## config.mk

```make
export PLATFORM = sky130hd
export DESIGN_NAME = hazard_scoreboard_flat
export DESIGN_NICKNAME = d
export VERILOG_FILES = /design/src/rtl/hazard_scoreboard_if.sv /design/src/rtl/hazard_scoreboard.sv /design/src/flat_wrapper.sv
export SDC_FILE = /design/constraint.sdc
export NUM_CORES = 1
export LEC_CHECK = 0
export BUFFER_PORTS_ARGS = -buffer_cell sky130_fd_sc_hd__buf_2
export CAP_MARGIN = 25
export CORE_MARGIN = 10
export CORE_UTILIZATION = 43
export CTS_CLUSTER_DIAMETER = 60
export CTS_CLUSTER_SIZE = 30
export DETAILED_ROUTE_END_ITERATION = 8
export PLACE_DENSITY = 0.84
export RECOVER_POWER = 50
export SYNTH_ARGS = -nofsm -noshare
export SYNTH_HDL_FRONTEND = slang
export SYNTH_SLANG_ARGS = --single-unit
export TNS_END_PERCENT = 1
```

## constraint.sdc

```tcl
create_clock -name clk -period 3.6 [get_ports clk]
set_input_delay 1.08 -clock clk [delete_from_list [all_inputs] [get_ports clk]]
set_output_delay 1.08 -clock clk [all_outputs]
set_load 0.02 [all_outputs]
```

## src/rtl/hazard_scoreboard_if.sv

```systemverilog
// Decode-side bundle for the hazard scoreboard: source/destination info in,
// stall, forward selects and resolved operands out.
interface hazard_scoreboard_if #(
  parameter int DATA_W = 16,
  parameter int REG_AW = 3,
  parameter int DEPTH  = 3,
  parameter int CNT_W  = 16
);
  logic                    id_valid;
  logic [REG_AW-1:0]       id_src1;
  logic [REG_AW-1:0]       id_src2;
  logic                    id_use1;
  logic                    id_use2;
  logic [REG_AW-1:0]       id_dst;
  logic                    id_wr;
  logic                    id_load;
  logic                    flush;
  logic [DATA_W-1:0]       rf_data1;
  logic [DATA_W-1:0]       rf_data2;
  logic [DEPTH*DATA_W-1:0] stage_data;
  logic                    stall;
  logic [3:0]              fwd_sel1;
  logic [3:0]              fwd_sel2;
  logic [DATA_W-1:0]       op1;
  logic [DATA_W-1:0]       op2;
  logic [CNT_W-1:0]        stall_cnt;

  // Decode drives stage info; stall is a combinational hold request, no ready side.
  modport master (
    output id_valid, id_src1, id_src2, id_use1, id_use2, id_dst, id_wr, id_load,
    output flush, rf_data1, rf_data2, stage_data,
    input  stall, fwd_sel1, fwd_sel2, op1, op2, stall_cnt
  );

  modport slave (
    input  id_valid, id_src1, id_src2, id_use1, id_use2, id_dst, id_wr, id_load,
    input  flush, rf_data1, rf_data2, stage_data,
    output stall, fwd_sel1, fwd_sel2, op1, op2, stall_cnt
  );
endinterface

```

## src/rtl/hazard_scoreboard.sv

```systemverilog
// Tracks in-flight destination registers past decode and resolves RAW hazards
// by forwarding (FWD_EN=1) or by stalling until the writer retires (FWD_EN=0).
module hazard_scoreboard #(
  parameter int DATA_W = 16,
  parameter int REG_AW = 3,
  parameter int DEPTH  = 3,
  parameter int FWD_EN = 1,
  parameter int CNT_W  = 16
) (
  input  logic               clk,
  input  logic               rst,
  hazard_scoreboard_if.slave bus
);

  typedef struct packed {
    logic              valid;
    logic              wr;
    logic [REG_AW-1:0] dst;
    logic              load;
  } entry_t;

  entry_t            pipe_q [DEPTH];
  logic [CNT_W-1:0]  cnt_q;
  logic [DEPTH-1:0]  hit1;
  logic [DEPTH-1:0]  hit2;
  logic [3:0]        sel1;
  logic [3:0]        sel2;
  logic [DATA_W-1:0] fwd1;
  logic [DATA_W-1:0] fwd2;
  logic              hazard;
  logic              stall;

  always_comb begin
    hit1 = '0;
    hit2 = '0;
    for (int k = 0; k < DEPTH; k++) begin
      hit1[k] = bus.id_use1 & pipe_q[k].valid & pipe_q[k].wr & (pipe_q[k].dst == bus.id_src1);
      hit2[k] = bus.id_use2 & pipe_q[k].valid & pipe_q[k].wr & (pipe_q[k].dst == bus.id_src2);
    end
  end

  // Scan oldest to youngest so the lowest matching stage is the one that sticks.
  always_comb begin
    sel1 = '0;
    sel2 = '0;
    fwd1 = '0;
    fwd2 = '0;
    for (int k = DEPTH - 1; k >= 0; k--) begin
      if (hit1[k]) begin
        sel1 = 4'(k + 1);
        fwd1 = bus.stage_data[k*DATA_W +: DATA_W];
      end
      if (hit2[k]) begin
        sel2 = 4'(k + 1);
        fwd2 = bus.stage_data[k*DATA_W +: DATA_W];
      end
    end
  end

  always_comb begin
    hazard = 1'b0;
    if (FWD_EN != 0) hazard = (hit1[0] | hit2[0]) & pipe_q[0].load;
    else             hazard = (|hit1) | (|hit2);
  end

  assign stall         = bus.id_valid & hazard & ~bus.flush;
  assign bus.stall     = stall;
  assign bus.fwd_sel1  = (FWD_EN != 0) ? sel1 : 4'd0;
  assign bus.fwd_sel2  = (FWD_EN != 0) ? sel2 : 4'd0;
  assign bus.op1       = (FWD_EN != 0 && sel1 != 4'd0) ? fwd1 : bus.rf_data1;
  assign bus.op2       = (FWD_EN != 0 && sel2 != 4'd0) ? fwd2 : bus.rf_data2;
  assign bus.stall_cnt = cnt_q;

  always_ff @(posedge clk or negedge rst) begin
    if (!rst) begin
      for (int k = 0; k < DEPTH; k++) pipe_q[k] <= '0;
      cnt_q <= '0;
    end else begin
      // A stalled or flushed decode slot becomes a bubble in execute.
      if (bus.id_valid && !stall && !bus.flush)
        pipe_q[0] <= {1'b1, bus.id_wr, bus.id_dst, bus.id_load};
      else
        pipe_q[0] <= '0;
      for (int k = 1; k < DEPTH; k++) pipe_q[k] <= pipe_q[k-1];
      if (stall && cnt_q != {CNT_W{1'b1}}) cnt_q <= cnt_q + CNT_W'(1);
    end
  end

endmodule

```

## src/flat_wrapper.sv

```systemverilog
// flat-port wrapper written by rule: the top's interface ports become plain ports
module hazard_scoreboard_flat 
#(
  parameter int DATA_W = 16,
  parameter int REG_AW = 3,
  parameter int DEPTH  = 3,
  parameter int FWD_EN = 1,
  parameter int CNT_W  = 16
)
  (clk, rst, bus_id_valid, bus_id_src1, bus_id_src2, bus_id_use1, bus_id_use2, bus_id_dst, bus_id_wr, bus_id_load, bus_flush, bus_rf_data1, bus_rf_data2, bus_stage_data, bus_stall, bus_fwd_sel1, bus_fwd_sel2, bus_op1, bus_op2, bus_stall_cnt);
  hazard_scoreboard_if #(.DATA_W(DATA_W), .REG_AW(REG_AW), .DEPTH(DEPTH), .CNT_W(CNT_W)) bus_i ();
  input  logic clk;
  input  logic rst;
  input wire logic [$bits(bus_i.id_valid)-1:0] bus_id_valid;
  input wire logic [$bits(bus_i.id_src1)-1:0] bus_id_src1;
  input wire logic [$bits(bus_i.id_src2)-1:0] bus_id_src2;
  input wire logic [$bits(bus_i.id_use1)-1:0] bus_id_use1;
  input wire logic [$bits(bus_i.id_use2)-1:0] bus_id_use2;
  input wire logic [$bits(bus_i.id_dst)-1:0] bus_id_dst;
  input wire logic [$bits(bus_i.id_wr)-1:0] bus_id_wr;
  input wire logic [$bits(bus_i.id_load)-1:0] bus_id_load;
  input wire logic [$bits(bus_i.flush)-1:0] bus_flush;
  input wire logic [$bits(bus_i.rf_data1)-1:0] bus_rf_data1;
  input wire logic [$bits(bus_i.rf_data2)-1:0] bus_rf_data2;
  input wire logic [$bits(bus_i.stage_data)-1:0] bus_stage_data;
  output wire logic [$bits(bus_i.stall)-1:0] bus_stall;
  output wire logic [$bits(bus_i.fwd_sel1)-1:0] bus_fwd_sel1;
  output wire logic [$bits(bus_i.fwd_sel2)-1:0] bus_fwd_sel2;
  output wire logic [$bits(bus_i.op1)-1:0] bus_op1;
  output wire logic [$bits(bus_i.op2)-1:0] bus_op2;
  output wire logic [$bits(bus_i.stall_cnt)-1:0] bus_stall_cnt;
  assign bus_i.id_valid = bus_id_valid;
  assign bus_i.id_src1 = bus_id_src1;
  assign bus_i.id_src2 = bus_id_src2;
  assign bus_i.id_use1 = bus_id_use1;
  assign bus_i.id_use2 = bus_id_use2;
  assign bus_i.id_dst = bus_id_dst;
  assign bus_i.id_wr = bus_id_wr;
  assign bus_i.id_load = bus_id_load;
  assign bus_i.flush = bus_flush;
  assign bus_i.rf_data1 = bus_rf_data1;
  assign bus_i.rf_data2 = bus_rf_data2;
  assign bus_i.stage_data = bus_stage_data;
  assign bus_stall = bus_i.stall;
  assign bus_fwd_sel1 = bus_i.fwd_sel1;
  assign bus_fwd_sel2 = bus_i.fwd_sel2;
  assign bus_op1 = bus_i.op1;
  assign bus_op2 = bus_i.op2;
  assign bus_stall_cnt = bus_i.stall_cnt;
  hazard_scoreboard #(.DATA_W(DATA_W), .REG_AW(REG_AW), .DEPTH(DEPTH), .FWD_EN(FWD_EN), .CNT_W(CNT_W)) u_core (.clk(clk), .rst(rst), .bus(bus_i));
endmodule
```

**Yosys cells after proc, flatten, opt, wreduce, memory -nomap -nowiden**

Cells that the tools add are included.

- Bits in registers: 32
- Input port bits: 97
- Word-level logic and storage cells: 64

- Add/subtract/negate cells: 1
- Equal/unequal tests: 7
- Multiplexer cells: 15
- Bitwise operators: 23
- Reduce and logical (&&, ||, !) cells: 7

Operators by type and width:

| cell | number |
|---|---|
| 2-to-1 mux 16 bit | 8 |
| AND 1 bit | 21 |
| equality test 3 bit | 6 |
| adder 16 x 1 -> 16 bit (second input constant) | 1 |
| inequality test 16 bit (second input constant) | 1 |
| 2-to-1 mux 2 bit | 4 |
| 2-to-1 mux 4 bit | 2 |
| nonzero test 4 bit | 2 |
| 2-to-1 mux 6 bit | 1 |
| logical AND 1 bit | 3 |
| zero test 1 bit | 2 |
| NOT 1 bit | 1 |
| OR 1 bit | 1 |

**Logic depth before layout (Yosys ltp)**

Gate-level depths: netlist (run 1).

- Depth after elaboration: 11
- Gate-level depth with buffers: 7

**Least setup slack after synthesis (run 1)**

Ideal clock, no wire load.

- Path kind: input port to output port
- From: input port bus_id_src1[2]
- To: output port bus_op1[10]
- Arrival time: 2.690 ns
- Path slack: -0.170 ns
- Stages: 5
- Path through: xor2_1 nor4_4 clkbuf_1 a221oi_1 o21ai_0

- Word-level cells in the longest chain between the ends: 7
- Elaborated cells between the ends (all ways): 14

RTL lines:

| element | line | RTL |
|---|---|---|
| from (decl) | flat_wrapper.sv:15 | `input wire logic [$bits(bus_i.id_src1)-1:0] bus_id_src1;` |
| equality test 3 bit | hazard_scoreboard.sv:37 | `hit1[k] = bus.id_use1 & pipe_q[k].valid & pipe_q[k].wr & (pipe_q[k].dst == bus.id_src1);` |
| AND 1 bit | hazard_scoreboard.sv:37 |  |
| 2-to-1 mux 2 bit | hazard_scoreboard.sv:49 | `if (hit1[k]) begin` |
| 2-to-1 mux 4 bit (2 in a row) | hazard_scoreboard.sv:49 |  |
| nonzero test 4 bit | hazard_scoreboard.sv:70 | `assign bus.op1 = (FWD_EN != 0 && sel1 != 4'd0) ? fwd1 : bus.rf_data1;` |
| 2-to-1 mux 16 bit (*) | hazard_scoreboard.sv:70 |  |
| to (decl) | flat_wrapper.sv:29 | `output wire logic [$bits(bus_i.op1)-1:0] bus_op1;` |

Every way passes the cells marked *; elsewhere a longest branch is shown, timed or not.

**Worst setup path in the final report (run 1)**

- From: input port bus_id_src1[0]
- To: output port bus_op1[15]

The elaborated chain is that of the path after synthesis.

==> key figures, run 1 <==
Min path
  – Hold crit path type: flop to flop
  – Hold Crit Endpoint: u_core.pipe_q[4]
  – Hold-critical path depth: 0
  – Hold_sp: u_core.pipe_q[10]

Clock network
  – Num CTS Buffers: 5
  – Clock Path Buffers: 2
  – H-tree depth: 2
  – Clock sink count: 32
  – Root buffer cell: clkbuf_8
  – Worst-path clk slew: 70 ps
  – CTS tree: done
  – Clock latency on the worst-skew pair: 290 ps

Global route
  – M2 GR Usage: 0.3495
  – Grt met1 use: 0.2400
  – Maximum number of pins on one net before global-route repair: 34
  – First-pass GRT wire length: 14780 um
  – Met3 usage: 0.05948
  – Total GRT Usage: 0.2019
  – Initial antenna violation count: 0
  – Vias in the first global route: 2894
  – Gr busiest metal: met2
  – Total grt overflow: 0

Floorplanning
  – Starting density of the core: 0.4392
  – Core footprint: 0.005473 mm^2
  – Die Width: 94.77 um
  – Die H: 94.77 um
  – Row cnt: 27
  – Die area: 0.008980 mm^2
  – Num ports: 154

Placement
  – DP HPWL: 7501 um
  – Post-place setup slack: -376.0 ps
  – I/O Buffers: 149
  – Total placed cells including tap cells: 497
  – Placed Instance Area: 0.003308 mm^2
  – RePlAce Congestion: 0.9444

Routing
  – Vias per cell: 5.717
  – Post-route ant nets: 0
  – Routed wire length: 10140 um
  – Via count: 2944
  – Drt first-iter violations: 120
  – Routed wire per std cell: 19.69 um
  – Residual DRC: 0
  – First-pass detailed-route iteration total: 5

Timing
  – RSZ-0062 raised after global routing: yes
  – Slew margin rel.: -0.1398
  – Final setup viols: 25
  – Period utilization: 1.021
  – Least-Margin Pin Slew: 1710 ps
  – Final Hold Fails: 0
  – Maximum clock rate: 0.2720 GHz
  – Max Slew Vio Count: 33
  – Final clock skew: 6.882 ps
  – Setup TNS: -961.7 ps
  – Hold WS: 398.2 ps
  – Final worst slack: -76.20 ps
  – Final min period: 3676 ps

Worst setup path
  – R2r startpoint: u_core.pipe_q[14]
  – Top cell by count, worst path: buf_4
  – CP peak stage delay: 270 ps
  – CP arrival: 2600 ps
  – Reg2Reg Setup Slack: 1450 ps
  – CP max-delay cell: xor2_1
  – WS Path Type: primary input to output port
  – Critical path depth in cells: 10
  – FF-to-FF path depth: 8
  – Reg2reg end: u_core.bus.stall_cnt[10]
  – Worst-path cell chain: buf_2 > xor2_1 > nor4_4 > buf_4 > buf_4 > nor3_4 > buf_12 > nand2_1 > o21ai_1 > buf_4
  – CP startpoint: bus_id_src1[0]
  – WP data required: 2520 ps
  – Critical Path Start Type: primary input
  – Crit-path max FO: 16
  – Crit path max-delay family: buffers and inverters
  – Worst Setup End Kind: output port
  – CP Buf/Inv Count: 5

Layout
  – ANT cells: 0
  – Nets: 540
  – Area delta synth->final: 59.19%
  – Finished Cell Area: 0.003826 mm^2
  – Share of cells above drive strength 1: 0.4966
  – Non-filler instance count after layout: 515
  – Fin util: 0.6991

Yosys
  – Async SR Flop Fraction: 1.000
  – Yosys warns: 0
  – Sequential fraction of the synthesis area: 0.3332
  – Yosys reg bits: 32
  – Post-synth EDFFs: 0
  – Main flop type after synthesis: dfrtp_1
  – Syn Std Cell Area: 0.002404 mm^2
  – Synth unique cells: 42
  – Mapped Cells: 278
  – Avg Cell Area, Syn: 8.646 um^2

Power
  – Worst VDD drop: 380.0 uV
  – Tot Pwr: 916.0 uW
  – Sw Ratio: 0.2834
  – Clock share of power: 0.377
  – Internal power: 656.4 uW
  – Power per Cell Area: 239.4 mW/mm^2
  – Leak: 1.904 nW
  – Gate power share: 0.214
  – Flop pwr share: 0.409
  – NetSw: 259.6 uW

Job
  – Max-Cap Viols: 1

Outcome
  – Failing checks: max-capacitance violations, max-slew violations, negative setup slack
  – Outcome: finished, violations left
==> placed cells by master (no fill, tap or decap), drive strengths merged, types with 7 or more instances in the layout <==
master	Yosys	final
buf	15	171
nor2	7	7
a22oi	12	12
a21boi	16	16
a221oi	16	16
nand3	10	10
nand2	31	31
nor3	9	9
o21ai	18	18
a21oi	14	14
o22ai	16	16
dfrtp	32	32
xor2	28	28
clkbuf	6	7
==> what timing repair did <==
action,4_1_cts,5_1_grt
gates resized for setup,18,62
hold buffers,0,0
setup endpoints to repair,34,34
setup buffers,1,6
pin swaps,3,15
cloned,0,3
hold endpoints to repair,0,0
==> layout make-up <==
class | instances | area (um^2)
Multi-Input combinational cell | 228 | 1730
Fill cell | 431 | 1647
Timing Repair Buffer | 173 | 1086
Sequential cell | 32 | 800.8
Tap cell | 72 | 90.09
Clock buffer | 5 | 68.82
Clock inverter | 3 | 42.54
Inverter | 2 | 7.507
==> flip-flops by register name (all words and copies together) (netlist names) <==
| signal | flops |
|---|---|
| u_core.bus.stall_cnt | 16 |
| u_core.pipe_q | 16 |
==> per-layer routing <==
layer	share of wire	up-vias
met1	0.37	1381
met4	0.014	0
met5	0	-
met3	0.12	12
met2	0.50	179
li1	-	1372
==> cells in the mapped netlist (3+ instances only) <==
cell type	instances	area share
xor2_1	28	0.10
nand3_1	10	0.021
clkbuf_1	6	0.0094
a21oi_1	14	0.029
a221oi_1	16	0.058
nor2_1	6	0.0094
o21ai_0	17	0.035
and2_1	5	0.013
and3_1	4	0.010
o22ai_1	16	0.042
and4_1	3	0.011
nand4_1	4	0.010
buf_4	4	0.012
nor3b_1	3	0.0094
buf_2	7	0.015
a22oi_1	12	0.037
xnor2_1	3	0.011
a31oi_1	4	0.010
a21boi_0	16	0.050
nand2_1	31	0.048
nor4_1	3	0.0078
nor3_1	9	0.019
dfrtp_1	32	0.33
==> worst max-delay path by stage <==
stage | endpoint | slack, ps
floorplan | bus_op1[3] | -80
global placement | bus_op1[11] | -320
detailed placement | bus_op1[15] | -380
CTS | bus_op1[15] | -170
global route | bus_op1[11] | -160
finish | bus_op1[15] | -80
==> logic make-up after synthesis <==
group	synth area share
buffers and inverters	0.05206
and+or+nand+nor	0.2020
AOI/OAI and AO/OA	0.2837
adders and majority gates	0.005205
xor gates and xnor gates	0.1130
DFF	0.3332
other	0.001560
muxes	0.009369
==> power groups by stage <==
stage | Combinational, mW | Sequential [mW] | Clock (mW)
finish | 0.196 | 0.374 | 0.346
global route | 0.210 | 0.375 | 0.366
CTS | 0.177 | 0.374 | 0.351
detailed placement | 0.174 | 0.381 | 0
global placement | 0.170 | 0.380 | 0
floorplan | 0.0758 | 0.379 | 0
(Power assumes the default switching activity.)
==> inputs of run 2 (changes only) <==
--- a/config.mk
+++ b/config.mk
@@ -8,11 +8,11 @@
 export BUFFER_PORTS_ARGS = -buffer_cell sky130_fd_sc_hd__buf_2
 export CAP_MARGIN = 25
 export CORE_MARGIN = 10
-export CORE_UTILIZATION = 43
+export CORE_UTILIZATION = 46
 export CTS_CLUSTER_DIAMETER = 60
 export CTS_CLUSTER_SIZE = 30
 export DETAILED_ROUTE_END_ITERATION = 8
-export PLACE_DENSITY = 0.84
+export PLACE_DENSITY = 0.89
 export RECOVER_POWER = 50
 export SYNTH_ARGS = -nofsm -noshare
 export SYNTH_HDL_FRONTEND = slang
==> constraint.sdc (replaced) <==
create_clock -name clk -period 4.42 [get_ports clk]
set_input_delay 1.326 -clock clk [delete_from_list [all_inputs] [get_ports clk]]
set_output_delay 1.326 -clock clk [all_outputs]
set_load 0.02 [all_outputs]
==> run 2 against run 1 <==
Effect of this change: the run ends with max-capacitance violations, max-slew violations left; critical path type unchanged; largest cell class unchanged; clock skew fell by 2.3 ps; hold slack improved by 8.5 ps; via count fell by 3.2%.
==> key figures, run 2 (synthesis results as in run 1) <==
Outcome
  – Outcome: finished, violations left (unchanged)
  – Failing checks: max-capacitance violations, max-slew violations (was max-capacitance violations, max-slew violations, negative setup slack)

Global route
  – Vias in the first global route: 2989 (was 2894)
  – Total GRT Usage: 0.2090 (was 0.2019)
  – Maximum number of pins on one net before global-route repair: 37 (was 34)
  – Initial antenna violation count: 0 (unchanged)
  – First-pass GRT wire length: 14780 um (unchanged)
  – Total grt overflow: 0 (unchanged)

Routing
  – Routed wire per std cell: 18.67 um (was 19.69 um)
  – Post-route ant nets: 0 (unchanged)
  – Via count: 2851 (was 2944)
  – First-pass detailed-route iteration total: 6 (was 5)
  – Vias per cell: 5.668 (was 5.717)
  – Drt first-iter violations: 172 (was 120)
  – Routed wire length: 9391 um (was 10140 um)
  – Residual DRC: 0 (unchanged)

Floorplanning
  – Core footprint: 0.005075 mm^2 (was 0.005473 mm^2)
  – Starting density of the core: 0.4736 (was 0.4392)
  – Die Width: 92.29 um (was 94.77 um)
  – Num ports: 154 (unchanged)
  – Die area: 0.008517 mm^2 (was 0.008980 mm^2)
  – Row cnt: 26 (was 27)
  – Die H: 92.29 um (was 94.77 um)

Clock network
  – Clock latency on the worst-skew pair: 290 ps (about the same)
  – Worst-path clk slew: 70 ps (about the same)
  – Clock sink count: 32 (unchanged)
  – Clock Path Buffers: 2 (unchanged)
  – H-tree depth: 2 (unchanged)
  – Num CTS Buffers: 5 (unchanged)
  – Root buffer cell: clkbuf_8 (unchanged)
  – CTS tree: done (unchanged)

Timing
  – Final min period: 4330 ps
  – Final setup viols: 0 (was 25)
  – RSZ-0062 raised after global routing: yes (unchanged)
  – Period utilization: 0.9797
  – Maximum clock rate: 0.2309 GHz
  – Slew margin rel.: -0.09864 (was -0.1398)
  – Final clock skew: 4.568 ps (was 6.882 ps)
  – Max Slew Vio Count: 33 (unchanged)
  – Final Hold Fails: 0 (unchanged)
  – Least-Margin Pin Slew: 1648 ps (was 1710 ps)

Worst setup path
  – WP data required: 3090 ps (was 2520 ps)
  – Crit-path max FO: 17 (was 16)
  – CP Buf/Inv Count: 4 (was 5)
  – Worst-path cell chain: buf_2 > buf_4 > xor2_1 > or4_1 > buf_4 > o22ai_1 > a21oi_1 > buf_2 (was buf_2 > xor2_1 > nor4_4 > buf_4 > buf_4 > nor3_4 > buf_12 > nand2_1 > o21ai_1 > buf_4)
  – Critical Path Start Type: primary input (unchanged)
  – CP peak stage delay: 540 ps (was 270 ps)
  – WS Path Type: primary input to output port (unchanged)
  – Worst Setup End Kind: output port (unchanged)
  – CP max-delay cell: or4_1 (was xor2_1)
  – CP arrival: 3000 ps (was 2600 ps)
  – Crit path max-delay family: buffers and inverters (unchanged)

Min path
  – Hold crit path type: flop to flop (unchanged)

Power
  – Tot Pwr: 687.6 uW (was 916.0 uW)
  – Worst VDD drop: 250.4 uV (was 380.0 uV)
  – Power per Cell Area: 202.1 mW/mm^2 (was 239.4 mW/mm^2)
  – Leak: 1.713 nW (was 1.904 nW)

Placement
  – DP HPWL: 7448 um (was 7501 um)
  – Total placed cells including tap cells: 493 (was 497)
  – RePlAce Congestion: 0.9195 (was 0.9444)
  – I/O Buffers: 149 (unchanged)
  – Placed Instance Area: 0.003266 mm^2 (was 0.003308 mm^2)

Layout
  – Finished Cell Area: 0.003402 mm^2 (was 0.003826 mm^2)
  – Share of cells above drive strength 1: 0.4111 (was 0.4966)
  – Area delta synth->final: 41.54% (was 59.19%)
  – Most common cell after layout, fill and taps aside: buf_2 (unchanged)
  – Commonest cells after routing, fill and taps aside: 138 x buf_2, 32 x dfrtp_1, 31 x nand2_1 (was 123 x buf_2, 38 x buf_4, 32 x dfrtp_1)
  – Non-filler instance count after layout: 503 (was 515)
  – Nets: 530 (was 540)
  – ANT cells: 0 (unchanged)

Job
  – Max-Cap Viols: 1 (unchanged)
==> run 2: cell count changes in the layout (fill, tap and decap cells not counted), moves of 4 or more <==
cell / change
a221oi_2: -14
buf_2: +15
buf_12: -4
o21ai_0: +15
o21ai_1: -15
a22oi_1: +4
a21boi_1: -10
buf_4: -27
a22oi_2: -4
a221oi_1: +16
clkbuf_1: +10
a21boi_0: +11
==> run 2: area by class of cell <==
class	count	area (um^2)
Sequential cell	32	800.8
Fill cell	458	1673
Multi-Input combinational cell	226	1529
Tap cell	70	87.58
Clock inverter	2	15.01
Inverter	2	7.507
Timing Repair Buffer	165	879.6
Clock buffer	6	82.58
==> run 2: worst paths after layout <==
kind / slack, ps / cells after the start / startpoint / to
max in group asynchronous: 2010 / 1 / rst / u_core.pipe_q[3]
max: 90 / 8 / bus_id_src2[2] / bus_op2[5]
min: 410 / 0 / u_core.pipe_q[10] / u_core.pipe_q[4]
min reg2reg: 410 / 0 / u_core.pipe_q[10] / u_core.pipe_q[4]
min in group asynchronous: 1450 / 1 / rst / u_core.bus.stall_cnt[4]
max reg2reg: 2070 / 7 / u_core.pipe_q[15] / u_core.bus.stall_cnt[10]
==> run 2: what timing repair did <==
item | in CTS | in global routing
setup buffers | 0 | 1
endpoints found under the setup margin | 20 | 27
pin swaps | 1 | 2
hold buffers | 0 | 0
gates resized for setup | 3 | 4
gates cloned | 0 | 0
hold endpoints to repair | 0 | 0
==> run 2: per-stage QoR <==
step / setup WS (ps) / utilization / setup TNS (ps) / hold WS (ps)
after floorplan: 157.5 / - / 0 / 373.1
final: 89.88 / 0.6704 / 0 / 406.7
after global placement: -96.38 / 0.6435 / -923.7 / 385.9
after detailed placement: -115.9 / 0.6435 / -1257 / 389.3
after global routing: -64.87 / 0.6704 / -242.9 / 412.8
after CTS: 3.803 / 0.6652 / 0 / 404.9
==> run 2: power by group <==
part | switching, mW | internal [mW] | leakage [nW]
Combinational | 0.0833 | 0.0603 | 1.23
Sequential | 0.00556 | 0.299 | 0.437
Clock | 0.114 | 0.126 | 0.0434
Total | 0.203 | 0.485 | 1.71
==> run 2: layer usage <==
metal  global-route usage  routed length (um)  up-vias
met4              0.08098                 239        0
met1               0.2332                3413     1290
li1                     -                   -     1351
met2               0.3688                4675      188
met3              0.05623                1063       22
met5                    0                   0        -
==> inputs of run 3 (changes only) <==
--- a/config.mk
+++ b/config.mk
@@ -12,7 +12,7 @@
 export CTS_CLUSTER_DIAMETER = 60
 export CTS_CLUSTER_SIZE = 30
 export DETAILED_ROUTE_END_ITERATION = 8
-export PLACE_DENSITY = 0.89
+export PLACE_DENSITY = 0.86
 export RECOVER_POWER = 50
 export SYNTH_ARGS = -nofsm -noshare
 export SYNTH_HDL_FRONTEND = slang
==> constraint.sdc (replaced) <==
create_clock -name clk -period 5.4 [get_ports clk]
set_input_delay 1.62 -clock clk [delete_from_list [all_inputs] [get_ports clk]]
set_output_delay 1.62 -clock clk [all_outputs]
set_load 0.02 [all_outputs]
==> run 3 against run 2 <==
Effect of this change: the run still ends with max-capacitance violations, max-slew violations left; die area unchanged; sequential share of layout area increased by 0.99 points; global-route usage up 0.24 points; highest routed layer is now met5; sequential power decreased by 18%; total power down 22%; largest power group unchanged.
==> key figures, run 3 (synthesis results as in run 1) <==
Outcome
  – Outcome: finished, violations left (unchanged)
  – Failing checks: max-capacitance violations, max-slew violations (unchanged)

Routing
  – First-pass detailed-route iteration total: 5 (was 6)
  – Vias per cell: 5.844 (was 5.668)
  – Residual DRC: 0 (unchanged)
  – Via count: 2887 (was 2851)
  – Routed wire per std cell: 19.35 um (was 18.67 um)
  – Post-route ant nets: 0 (unchanged)
  – Drt first-iter violations: 178 (was 172)
  – Routed wire length: 9560 um (was 9391 um)

Timing
  – RSZ-0062 raised after global routing: no (was yes)
  – Max Slew Vio Count: 33 (unchanged)
  – Hold WS: 399.5 ps (was 406.7 ps)
  – Final Hold Fails: 0 (unchanged)
  – Final clock skew: 4.928 ps (was 4.568 ps)
  – Final setup viols: 0 (unchanged)
  – Period utilization: 0.9491
  – Setup TNS: 0 ps (unchanged)
  – Least-Margin Pin Slew: 1612 ps (was 1648 ps)
  – Final min period: 5125 ps
  – Slew margin rel.: -0.07445 (was -0.09864)
  – Maximum clock rate: 0.1951 GHz

Layout
  – Area delta synth->final: 35.81% (was 41.54%)
  – ANT cells: 0 (unchanged)
  – Nets: 522 (was 530)
  – Fin util: 0.6432 (was 0.6704)
  – Fillcell total: 452 (was 458)
  – Share of cells above drive strength 1: 0.3774 (was 0.4111)
  – Multi-input gate area: 0.001506 mm^2 (was 0.001529 mm^2)
  – Sequential Area: 800.8 um^2 (unchanged)
  – Commonest cells after routing, fill and taps aside: 132 x buf_2, 32 x dfrtp_1, 31 x nand2_1 (was 138 x buf_2, 32 x dfrtp_1, 31 x nand2_1)
  – Most common cell after layout, fill and taps aside: buf_2 (unchanged)

Global route
  – Total GRT Usage: 0.2113 (was 0.2090)
  – M2 GR Usage: 0.3759 (was 0.3688)
  – Total grt overflow: 0 (unchanged)
  – Vias in the first global route: 2935 (was 2989)
  – First-pass GRT wire length: 14950 um (was 14780 um)
  – Gr busiest metal: met2 (unchanged)
  – Grt met1 use: 0.2318 (was 0.2332)
  – Maximum number of pins on one net before global-route repair: 34 (was 37)
  – Met3 usage: 0.06846 (was 0.05623)
  – Initial antenna violation count: 1 (was 0)

Clock network
  – Clock latency on the worst-skew pair: 280 ps (was 290 ps)
  – Clock Path Buffers: 2 (unchanged)
  – Clock sink count: 32 (unchanged)
  – Hold-fix buffers, CTS: 0 (unchanged)
  – Num CTS Buffers: 5 (unchanged)
  – CTS tree: done (unchanged)
  – Setup Buffers After CTS: 0 (unchanged)
  – Worst-path clk slew: 60 ps (was 70 ps)
  – H-tree depth: 2 (unchanged)
  – CTS resizes: 0 (was 3)
  – Root buffer cell: clkbuf_8 (unchanged)

Worst setup path
  – Crit-path max FO: 17 (unchanged)
  – Critical Path Start Type: primary input (unchanged)
  – Reg2reg end: u_core.bus.stall_cnt[10] (unchanged)
  – WP data required: 3780 ps (was 3090 ps)
  – CP arrival: 3500 ps (was 3000 ps)
  – CP peak stage delay: 560 ps (was 540 ps)
  – WS Path Type: primary input to output port (unchanged)
  – FF-to-FF path depth: 6 (was 7)
  – CP endpoint: bus_op1[13] (was bus_op2[5])
  – R2r startpoint: u_core.pipe_q[15] (unchanged)
  – CP max-delay cell: nor4_1 (was or4_1)
  – Top cell by count, worst path: buf_2
  – Worst Setup End Kind: output port (unchanged)
  – Reg2Reg Setup Slack: 3120 ps (was 2070 ps)
  – Worst-path cell chain: buf_2 > xor2_1 > nor4_1 > nor2b_2 > buf_4 > a221oi_1 > o21ai_0 > buf_2 (was buf_2 > buf_4 > xor2_1 > or4_1 > buf_4 > o22ai_1 > a21oi_1 > buf_2)
  – CP startpoint: bus_id_src1[2] (was bus_id_src2[2])

Job
  – Max-Cap Viols: 1 (unchanged)

Floorplanning
  – Starting density of the core: 0.4736 (unchanged)
  – Core footprint: 0.005075 mm^2 (unchanged)
  – Die Width: 92.29 um (unchanged)
  – Row cnt: 26 (unchanged)
  – Die area: 0.008517 mm^2 (unchanged)
  – Die H: 92.29 um (unchanged)
  – Num ports: 154 (unchanged)

Power
  – Worst VDD drop: 202.6 uV (was 250.4 uV)
  – Leak: 1.639 nW (was 1.713 nW)
  – Power per Cell Area: 163.9 mW/mm^2 (was 202.1 mW/mm^2)

Placement
  – DP HPWL: 7603 um (was 7448 um)
  – I/O Buffers: 149 (unchanged)
  – RePlAce Congestion: 0.9334 (was 0.9195)

Min path
  – Hold crit path type: flop to flop (unchanged)
==> run 3: changes by cell type in the layout (fill, tap and decap cells not counted), moves of 2 or more <==
| cell | delta |
|---|---|
| buf_6 | -4 |
| clkbuf_1 | +7 |
| buf_4 | -3 |
| buf_2 | -6 |
| clkinvlp_4 | -2 |
==> run 3: report_power, final <==
group	internal, mW	switching, mW
Sequential	0.245	0.00488
Clock	0.0873	0.0821
Combinational	0.0477	0.0683
==> run 3: per-layer routing <==
| metal | wire [um] | vias to the layer above |
|---|---|---|
| li1 | - | 1329 |
| met1 | 3521 | 1348 |
| met2 | 4739 | 183 |
| met3 | 1047 | 25 |
| met4 | 238 | 2 |
| met5 | 13 | - |
==> run 3: through the flow <==
stage                     worst slack, ps  cells  cell area (um^2)  power, mW
after global routing                134.5    494              3264     0.5580
after CTS                           319.6    494              3286     0.5351
final                               275.1    494              3264     0.5351
after global placement              314.1    487              3208     0.3672
after floorplan                     549.5    281              2415     0.3028
after detailed placement            318.8    487              3208     0.3691
==> run 3: area by class of cell <==
class | count | area share
multi-input combinational | 226 | 0.4615
sequential | 32 | 0.2453
timing repair buffer | 157 | 0.2403
tap | 70 | 0.02683
clock buffer | 6 | 0.02223
inverter | 2 | 0.002300
clock inverter | 1 | 0.001533
==> run 3: worst min path at each step <==
stage,slack [ps],from,depth (start not counted),endpoint
after floorplan,370,u_core.pipe_q[17],0,u_core.pipe_q[11]
after CTS,400,u_core.pipe_q[11],0,u_core.pipe_q[5]
final,400,u_core.pipe_q[11],0,u_core.pipe_q[5]
after global placement,390,u_core.pipe_q[11],0,u_core.pipe_q[5]
after detailed placement,390,u_core.pipe_q[11],0,u_core.pipe_q[5]
after global routing,420,u_core.pipe_q[11],0,u_core.pipe_q[5]
==> run 3: critical path, delay by kind of cell <==
family	cells	cell delay, ps
and+or+nand+nor	2	800
buffers and inverters	3	570
AOI/OAI and AO/OA	2	350
xor gates and xnor gates	1	160
